`config.mk`:
```
export PLATFORM = sky130hd
export DESIGN_NAME = cache_mem_arbiter
export DESIGN_NICKNAME = d
export VERILOG_FILES = /design/src/rtl/cache_mem_arbiter_pkg.sv /design/src/rtl/cache_mem_arbiter_line_assembler.sv /design/src/rtl/cache_mem_arbiter.sv
export SDC_FILE = /design/constraint.sdc
export NUM_CORES = 1
export LEC_CHECK = 0
export BUFFER_PORTS_ARGS = -buffer_cell sky130_fd_sc_hd__buf_2
export CORE_AREA = 2 2 506 508
export CTS_CLUSTER_SIZE = 8
export DETAILED_ROUTE_END_ITERATION = 8
export DIE_AREA = 0 0 508 510
export PLACE_DENSITY_LB_ADDON = 0.2
export SYNTH_ARGS = -nofsm -noshare
export SYNTH_HDL_FRONTEND = slang
export SYNTH_SLANG_ARGS = --single-unit
```
`constraint.sdc`:
```
create_clock -name clk -period 5.65 [get_ports clk]
set_input_delay 0.565 -clock clk [delete_from_list [all_inputs] [get_ports clk]]
set_output_delay 0.565 -clock clk [all_outputs]
set_load 0.005 [all_outputs]
```
`src/rtl/cache_mem_arbiter_pkg.sv`:
```
// Shared types and constants for the cache/memory arbiter slice.
// State codes are plain localparams so older tools can consume them unchanged.
package core_pkg;

    localparam int LINE_WORDS = 8;
    localparam int WORD_BITS  = 32;
    localparam int LINE_BITS  = 256;
    localparam int ADDR_BITS  = 32;

    typedef logic [2:0] arbiter_state_e;

    localparam arbiter_state_e IDLE     = 3'd0;
    localparam arbiter_state_e RD_ISSUE = 3'd1;
    localparam arbiter_state_e RD_BEATS = 3'd2;
    localparam arbiter_state_e WR_ISSUE = 3'd3;
    localparam arbiter_state_e WR_WAIT  = 3'd4;
    localparam arbiter_state_e REPAIR   = 3'd5;
    localparam arbiter_state_e DONE     = 3'd6;

    function automatic logic [ADDR_BITS-1:0] line_align(input logic [ADDR_BITS-1:0] a);
        return a & ~32'h0000_001F;
    endfunction

endpackage

```
`src/rtl/cache_mem_arbiter_line_assembler.sv`:
```
// Collects eight 32-bit read beats into one 256-bit line, beat k landing in word k.
// line_next exposes the post-edge value so the caller can capture the final beat in the same cycle.
module line_assembler
    import core_pkg::*;
(
    input  logic                 clk,
    input  logic                 rst_n,
    input  logic                 clear,
    input  logic                 beat_valid,
    input  logic [WORD_BITS-1:0] beat_data,
    output logic [LINE_BITS-1:0] line_next,
    output logic                 last_beat
);

    logic [2:0]           count_q, count_d;
    logic [LINE_BITS-1:0] line_q, line_d;

    genvar gi;
    generate
        for (gi = 0; gi < LINE_WORDS; gi++) begin : g_word
            assign line_d[gi*WORD_BITS +: WORD_BITS] =
                clear ? '0 :
                (beat_valid && (count_q == 3'(gi))) ? beat_data :
                line_q[gi*WORD_BITS +: WORD_BITS];
        end
    endgenerate

    always_comb begin
        count_d = count_q;
        if (clear) begin
            count_d = 3'd0;
        end else if (beat_valid) begin
            count_d = count_q + 3'd1;
        end
    end

    always_ff @(posedge clk or negedge rst_n) begin
        if (!rst_n) begin
            count_q <= 3'd0;
            line_q  <= '0;
        end else begin
            count_q <= count_d;
            line_q  <= line_d;
        end
    end

    assign line_next = line_d;
    assign last_beat = beat_valid && !clear && (count_q == 3'(LINE_WORDS - 1));

endmodule

```
`src/rtl/cache_mem_arbiter.sv`:
```
// Arbitrates I-side fills and D-side fills/writebacks onto a single memory link,
// one transaction at a time, with address repair for read and write misses.
module cache_mem_arbiter
    import core_pkg::*;
(
    input  logic                 clk,
    input  logic                 rst_n,
    input  logic                 i_req,
    input  logic [ADDR_BITS-1:0] i_addr,
    output logic                 i_done,
    output logic [LINE_BITS-1:0] i_line,
    input  logic                 d_req,
    input  logic                 d_we,
    input  logic [ADDR_BITS-1:0] d_addr,
    input  logic [LINE_BITS-1:0] d_wdata,
    input  logic [31:0]          d_wmask,
    output logic                 d_done,
    output logic [LINE_BITS-1:0] d_line,
    output logic                 raddr_valid,
    output logic [ADDR_BITS-1:0] raddr,
    input  logic [WORD_BITS-1:0] rdata,
    input  logic                 rdata_valid,
    output logic                 waddr_valid,
    output logic [ADDR_BITS-1:0] waddr,
    output logic [LINE_BITS-1:0] wdata,
    output logic [31:0]          wmask,
    input  logic                 read_repair_request,
    input  logic                 write_miss_repair,
    input  logic [ADDR_BITS-1:0] missed_addr,
    output logic                 repair_resolved
);

    arbiter_state_e       state_q, state_d;
    logic                 side_q, side_d;      // 0: I-side, 1: D-side
    logic                 we_q, we_d;
    logic                 prio_q, prio_d;      // fill side favoured on the next tie
    logic [ADDR_BITS-1:0] addr_q, addr_d;
    logic [LINE_BITS-1:0] wdata_q, wdata_d;
    logic [31:0]          wmask_q, wmask_d;
    logic [LINE_BITS-1:0] i_line_q, i_line_d;
    logic [LINE_BITS-1:0] d_line_q, d_line_d;

    logic                 asm_clear;
    logic                 asm_beat;
    logic [LINE_BITS-1:0] asm_line_next;
    logic                 asm_last;

    // A repair request discards the beat presented alongside it.
    assign asm_clear = (state_q != RD_BEATS) || read_repair_request;
    assign asm_beat  = (state_q == RD_BEATS) && rdata_valid && !read_repair_request;

    line_assembler u_line_assembler (
        .clk        (clk),
        .rst_n      (rst_n),
        .clear      (asm_clear),
        .beat_valid (asm_beat),
        .beat_data  (rdata),
        .line_next  (asm_line_next),
        .last_beat  (asm_last)
    );

    always_comb begin
        state_d  = state_q;
        side_d   = side_q;
        we_d     = we_q;
        prio_d   = prio_q;
        addr_d   = addr_q;
        wdata_d  = wdata_q;
        wmask_d  = wmask_q;
        i_line_d = i_line_q;
        d_line_d = d_line_q;
        case (state_q)
            IDLE: begin
                if (d_req && d_we) begin
                    side_d  = 1'b1;
                    we_d    = 1'b1;
                    addr_d  = line_align(d_addr);
                    wdata_d = d_wdata;
                    wmask_d = d_wmask;
                    state_d = WR_ISSUE;
                end else if (i_req && (!d_req || !prio_q)) begin
                    side_d  = 1'b0;
                    we_d    = 1'b0;
                    addr_d  = line_align(i_addr);
                    prio_d  = 1'b1;
                    state_d = RD_ISSUE;
                end else if (d_req) begin
                    side_d  = 1'b1;
                    we_d    = 1'b0;
                    addr_d  = line_align(d_addr);
                    prio_d  = 1'b0;
                    state_d = RD_ISSUE;
                end
            end
            RD_ISSUE: state_d = RD_BEATS;
            RD_BEATS: begin
                if (read_repair_request) begin
                    state_d = REPAIR;
                end else if (asm_last) begin
                    if (side_q) d_line_d = asm_line_next;
                    else        i_line_d = asm_line_next;
                    state_d = DONE;
                end
            end
            WR_ISSUE: state_d = WR_WAIT;
            WR_WAIT:  state_d = write_miss_repair ? REPAIR : DONE;
            REPAIR: begin
                addr_d  = line_align(missed_addr);
                state_d = we_q ? WR_ISSUE : RD_ISSUE;
            end
            DONE:     state_d = IDLE;
            default:  state_d = IDLE;
        endcase
    end

    always_ff @(posedge clk or negedge rst_n) begin
        if (!rst_n) begin
            state_q  <= IDLE;
            side_q   <= 1'b0;
            we_q     <= 1'b0;
            prio_q   <= 1'b0;
            addr_q   <= '0;
            wdata_q  <= '0;
            wmask_q  <= '0;
            i_line_q <= '0;
            d_line_q <= '0;
        end else begin
            state_q  <= state_d;
            side_q   <= side_d;
            we_q     <= we_d;
            prio_q   <= prio_d;
            addr_q   <= addr_d;
            wdata_q  <= wdata_d;
            wmask_q  <= wmask_d;
            i_line_q <= i_line_d;
            d_line_q <= d_line_d;
        end
    end

    // Strobes decode from distinct states, so read and write can never coincide.
    assign raddr_valid     = (state_q == RD_ISSUE);
    assign raddr           = raddr_valid ? addr_q : '0;
    assign waddr_valid     = (state_q == WR_ISSUE);
    assign waddr           = waddr_valid ? addr_q  : '0;
    assign wdata           = waddr_valid ? wdata_q : '0;
    assign wmask           = waddr_valid ? wmask_q : '0;
    assign repair_resolved = (state_q == REPAIR);
    assign i_done          = (state_q == DONE) && !side_q;
    assign d_done          = (state_q == DONE) && side_q;
    assign i_line          = i_line_q;
    assign d_line          = d_line_q;

endmodule

```
==> metrics.md <==
| Metric | Value |
|---|---|
| Maximum vdd ir drop | 261 uV |
| Worst hold path type | in2reg |
| Grt met1 use | 26.1% |
| Wire length after detailed routing | 282 mm |
| Congestion Overflow GR | 0 |
| Count of standard-cell rows | 185 |
| First drt pass iteration count | 7 |
| Number of cells on the critical path | 5 |
| Port bufs | 1267 |
| Reg-to-reg startpoint | state_q[1]$_DFFE_PN0P_ |
| GR Layer Usage met2 | 32.6% |
| Final non-filler cell total | 8745 |
| Max Clk Rate | 244 MHz |
| Fin area | 61500 um2 |
| Largest net degree at the start of global routing | 238 |
| Warning count from the yosys run | 0 |
| Worst hold slack across all endpoints | 0.103 ns |
| Num CTS Buffers | 155 |
| Crit start category | flop |
| Number of instances in the synthesized netlist | 3926 |
| Asr flop ratio synth | 100% |
| Number of gates resized after cts | 0 |
| Worst setup startpoint | state_q[0]$_DFFE_PN0P_ |
| Fill cell instance count of the final layout | 27500 |
| Layout cell share with drive strength beyond 1 | 37.6% |
| Avg WL per Cell | 32.2 um |
| Highest cell delay on the worst timing path | 0.64 ns |
| Data required time at the worst endpoint | 5.09 ns |
| Avg Inst Size Synth | 11.3 um2 |
| Die Ht | 510 um |
| Final critical-path required period | 4.09 ns |
| Worst Max-Slew Pin Slew | 1.15 ns |
| Signal arrival time at the worst endpoint | 3.53 ns |
| Cell type with the largest total area after synthesis | sky130_fd_sc_hd__dfrtp_1 |
| Antenna violations before repair | 122 |
| Endpoint kind of the worst setup timing path | output port |
| List of cells traversed by the critical path | inv_1 > nor2_4 > buf_12 > and2_1 > buf_2 |
| Area growth from synthesis to final layout | 38.1% |
| Total global routing track utilization | 21.0% |
| Synth area leaders | sky130_fd_sc_hd__dfrtp_1 60%, sky130_fd_sc_hd__mux2_2 10%, sky130_fd_sc_hd__a21oi_1 6.2% |
| Leakage | 0.0306 uW |
| Via count | 39000 |
| Setup total negative slack | 0 ns |
| Via count of the first global-routing pass | 39100 |
| Flops & latches, synth | 1060 |
| Period Utilization, post-route | 72.5% |
| Number of design rule violations left after detail routing | 0 |
| Total number of clock tree sinks | 1060 |
| HPWL after detailed placement | 199 mm |
| Pwr per Cell Area | 389 nW/um2 |
| Run status | completed |
| DRT antenna net count | 0 |
| Gp weighted congestion | 0.976 |
| Total instance count after detailed placement | 8261 |
| DR iter-0 viols | 3233 |
| Post-Syn Area | 44600 um2 |
| Final setup violation count | 0 |
| TritonCTS clock tree | yes |
| Netlist cell types | 45 |
| Total cell area at the placement stage | 54400 um2 |
| Post-synth EDFFs | 0 |
| Width of the die | 508 um |
| Initial core utilization | 17.6% |
| Area of the core | 253000 um2 |
| Part of the Yosys area used for sequential elements | 59.5% |
| RSZ-0062 raised after global routing | no |
| Clk Tree Root Cell | sky130_fd_sc_hd__clkbuf_16 |
| GR peak layer | met2 |
| Count of boundary I/O pins | 1293 |
| Crit Path Category | reg2out |
| Final worst clock skew | 0.0437 ns |
| Max-capacitance violation count | 0 |
| Final count of hold timing violations | 0 |
| Crit path max-delay family | simple AND/OR/NAND/NOR gates |
| Ys flop type | sky130_fd_sc_hd__dfrtp_1 |
| Number of levels in the clock H-tree | 4 |
| Met3 track demand over resource | 7.50% |
| Nets | 5735 |
| Maximum fanout along the worst path | 110 |
| Number of buffers and inverters on the critical path | 3 |
| Beginning of the worst hold path | d_wdata[101] |
| Area enclosed by the die boundary | 259000 um2 |
| Ratio of routed vias to standard cells | 4.46 |
| Max-slew headroom at the worst pin | 23.6% |
| Clock transition at the registers of the reported paths | 0.05 ns |
| Cell depth of the worst flop-to-flop path | 4 |
| Maximum root-to-sink buffer count | 3 |
| Worst Hold Depth | 2 |
| Number of max-slew violations in the final report | 0 |
| Fraction of post-synthesis cell area in the top cell type by area | 59.5% |
| Worst-path cell with the longest stage delay | sky130_fd_sc_hd__and2_1 |
| Wire length of the first global-routing pass | 369 mm |
| Insertion delay of the later-clocked pin in the worst-skew pair | 0.83 ns |
-- final timing paths --
check	to	slack, ns
worst max-delay path	wdata[123]	1.56
worst min-delay path	wdata_q[101]$_DFFE_PN0P_	0.10
worst max register to register	i_line[96]$_DFFE_PN0P_	2.07
min in group asynchronous	wdata_q[201]$_DFFE_PN0P_	0.40
max in group asynchronous	u_line_assembler.line_q[116]$_DFF_PN0_	3.78
worst min register to register	u_line_assembler.line_q[36]$_DFF_PN0_	0.48
-- area by class of cell --
class	count	area, um2	share of cell area (%)
Antenna cell	35	87.6	0.142
Clock buffer	179	4090	6.65
Clock inverter	17	405	0.659
Inverter	4	15.0	0.0244
Multi-Input combinational cell	2471	16400	26.6
Sequential cell	1060	26500	43.1
Tap cell	3366	4210	6.84
Timing Repair Buffer	1613	9810	15.9
-- synthesized netlist by cell type, types with 4 or more instances --
| cell | number |
|---|---|
| sky130_fd_sc_hd__mux2_2 | 413 |
| sky130_fd_sc_hd__mux2_1 | 4 |
| sky130_fd_sc_hd__buf_4 | 38 |
| sky130_fd_sc_hd__a21bo_2 | 32 |
| sky130_fd_sc_hd__o22ai_1 | 27 |
| sky130_fd_sc_hd__nand3_1 | 231 |
| sky130_fd_sc_hd__and2_1 | 371 |
| sky130_fd_sc_hd__clkbuf_1 | 263 |
| sky130_fd_sc_hd__nand4_1 | 61 |
| sky130_fd_sc_hd__ha_1 | 6 |
| sky130_fd_sc_hd__o21ai_0 | 128 |
| sky130_fd_sc_hd__inv_1 | 4 |
| sky130_fd_sc_hd__buf_2 | 78 |
| sky130_fd_sc_hd__a31oi_1 | 256 |
| sky130_fd_sc_hd__buf_1 | 21 |
| sky130_fd_sc_hd__a21oi_1 | 549 |
| sky130_fd_sc_hd__a221o_1 | 27 |
| sky130_fd_sc_hd__nor2_1 | 69 |
| sky130_fd_sc_hd__mux2i_1 | 66 |
| sky130_fd_sc_hd__nand2_1 | 187 |
| sky130_fd_sc_hd__dfrtp_1 | 1060 |
| sky130_fd_sc_hd__and3_1 | 4 |
-- state kept, by name, summed over array words and instances (netlist names) --
signal and cells:
prio_q 1, i_line 256, we_q 1, wmask_q 32, u_line_assembler.count_q 3, state_q 3
side_q 1, u_line_assembler.line_q 224, wdata_q 256, addr_q 27, d_line 256
-- metrics by stage --
| step | util [%] | setup WS, ns | total power, uW |
|---|---|---|---|
| 2_1_floorplan | - | 3.49 | 11900 |
| 3_3_place_gp | 21.5 | 1.90 | 14800 |
| 3_5_place_dp | 21.5 | 1.87 | 14800 |
| 4_1_cts | 24.2 | 1.65 | 24200 |
| 5_1_grt | 24.3 | 1.42 | 25000 |
| 6_report | 24.3 | 1.56 | 24000 |
-- worst register-to-register path, cell delays in order (launching register included) --
cell and delay (ns):
sky130_fd_sc_hd__dfrtp_1 0.61, sky130_fd_sc_hd__or4b_4 0.83, sky130_fd_sc_hd__nor3_4 1.08, sky130_fd_sc_hd__buf_4 0.59, sky130_fd_sc_hd__mux2_1 0.37
-- routing by layer --
metal | part of all wire (%) | vias to the layer above
met2 | 45 | 1815
met5 | 0.040 | -
met3 | 9.3 | 417
met1 | 41 | 20100
li1 | - | 16700
met4 | 5.0 | 18
-- layout by cell type, fill, tap and decap left out, types with 8 or more instances in the layout --
cell type                       instances
sky130_fd_sc_hd__a21bo_2               32
sky130_fd_sc_hd__a21oi_1              549
sky130_fd_sc_hd__a221o_1               27
sky130_fd_sc_hd__a31oi_1              256
sky130_fd_sc_hd__and2_1               370
sky130_fd_sc_hd__buf_12                18
sky130_fd_sc_hd__buf_2               1265
sky130_fd_sc_hd__buf_4                 76
sky130_fd_sc_hd__clkbuf_1              14
sky130_fd_sc_hd__clkbuf_16            157
sky130_fd_sc_hd__clkbuf_8               8
sky130_fd_sc_hd__clkinv_16              9
sky130_fd_sc_hd__conb_1                10
sky130_fd_sc_hd__dfrtp_1             1060
sky130_fd_sc_hd__diode_2               35
sky130_fd_sc_hd__dlygate4sd3_1        253
sky130_fd_sc_hd__mux2_2               413
sky130_fd_sc_hd__mux2i_1               66
sky130_fd_sc_hd__nand2_1              187
sky130_fd_sc_hd__nand3_1              228
sky130_fd_sc_hd__nand4_1               61
sky130_fd_sc_hd__nor2_1                69
sky130_fd_sc_hd__o21ai_0              128
sky130_fd_sc_hd__o22ai_1               27
-- where the power goes --
part           total (uW)  internal (uW)  switching (uW)  leakage, uW
Combinational        5060           2070            2990       0.0142
Sequential           9900           8780            1120       0.0142
Clock                8990           5190            3800      0.00218
-- logic make-up (layout without fill, tap and decap cells) --
logic type / Yosys count / in the layout / share of synthesized area (%)
xor+xnor: 1 / 1 / 0.0197
mux: 483 / 483 / 12.0
fa+ha+maj: 6 / 6 / 0.168
compound gates: 1027 / 1027 / 13.1
other cells: 1 / 45 / 0.00842
flops: 1060 / 1060 / 59.5
simple gates: 944 / 944 / 11.3
buf+inv: 404 / 1813 / 3.94
-- timing repair --
action,CTS,global route
endpoints found under the hold margin,302,0
setup buffers,0,0
hold buffers,253,0
Power figures use the tool's default switching activity.
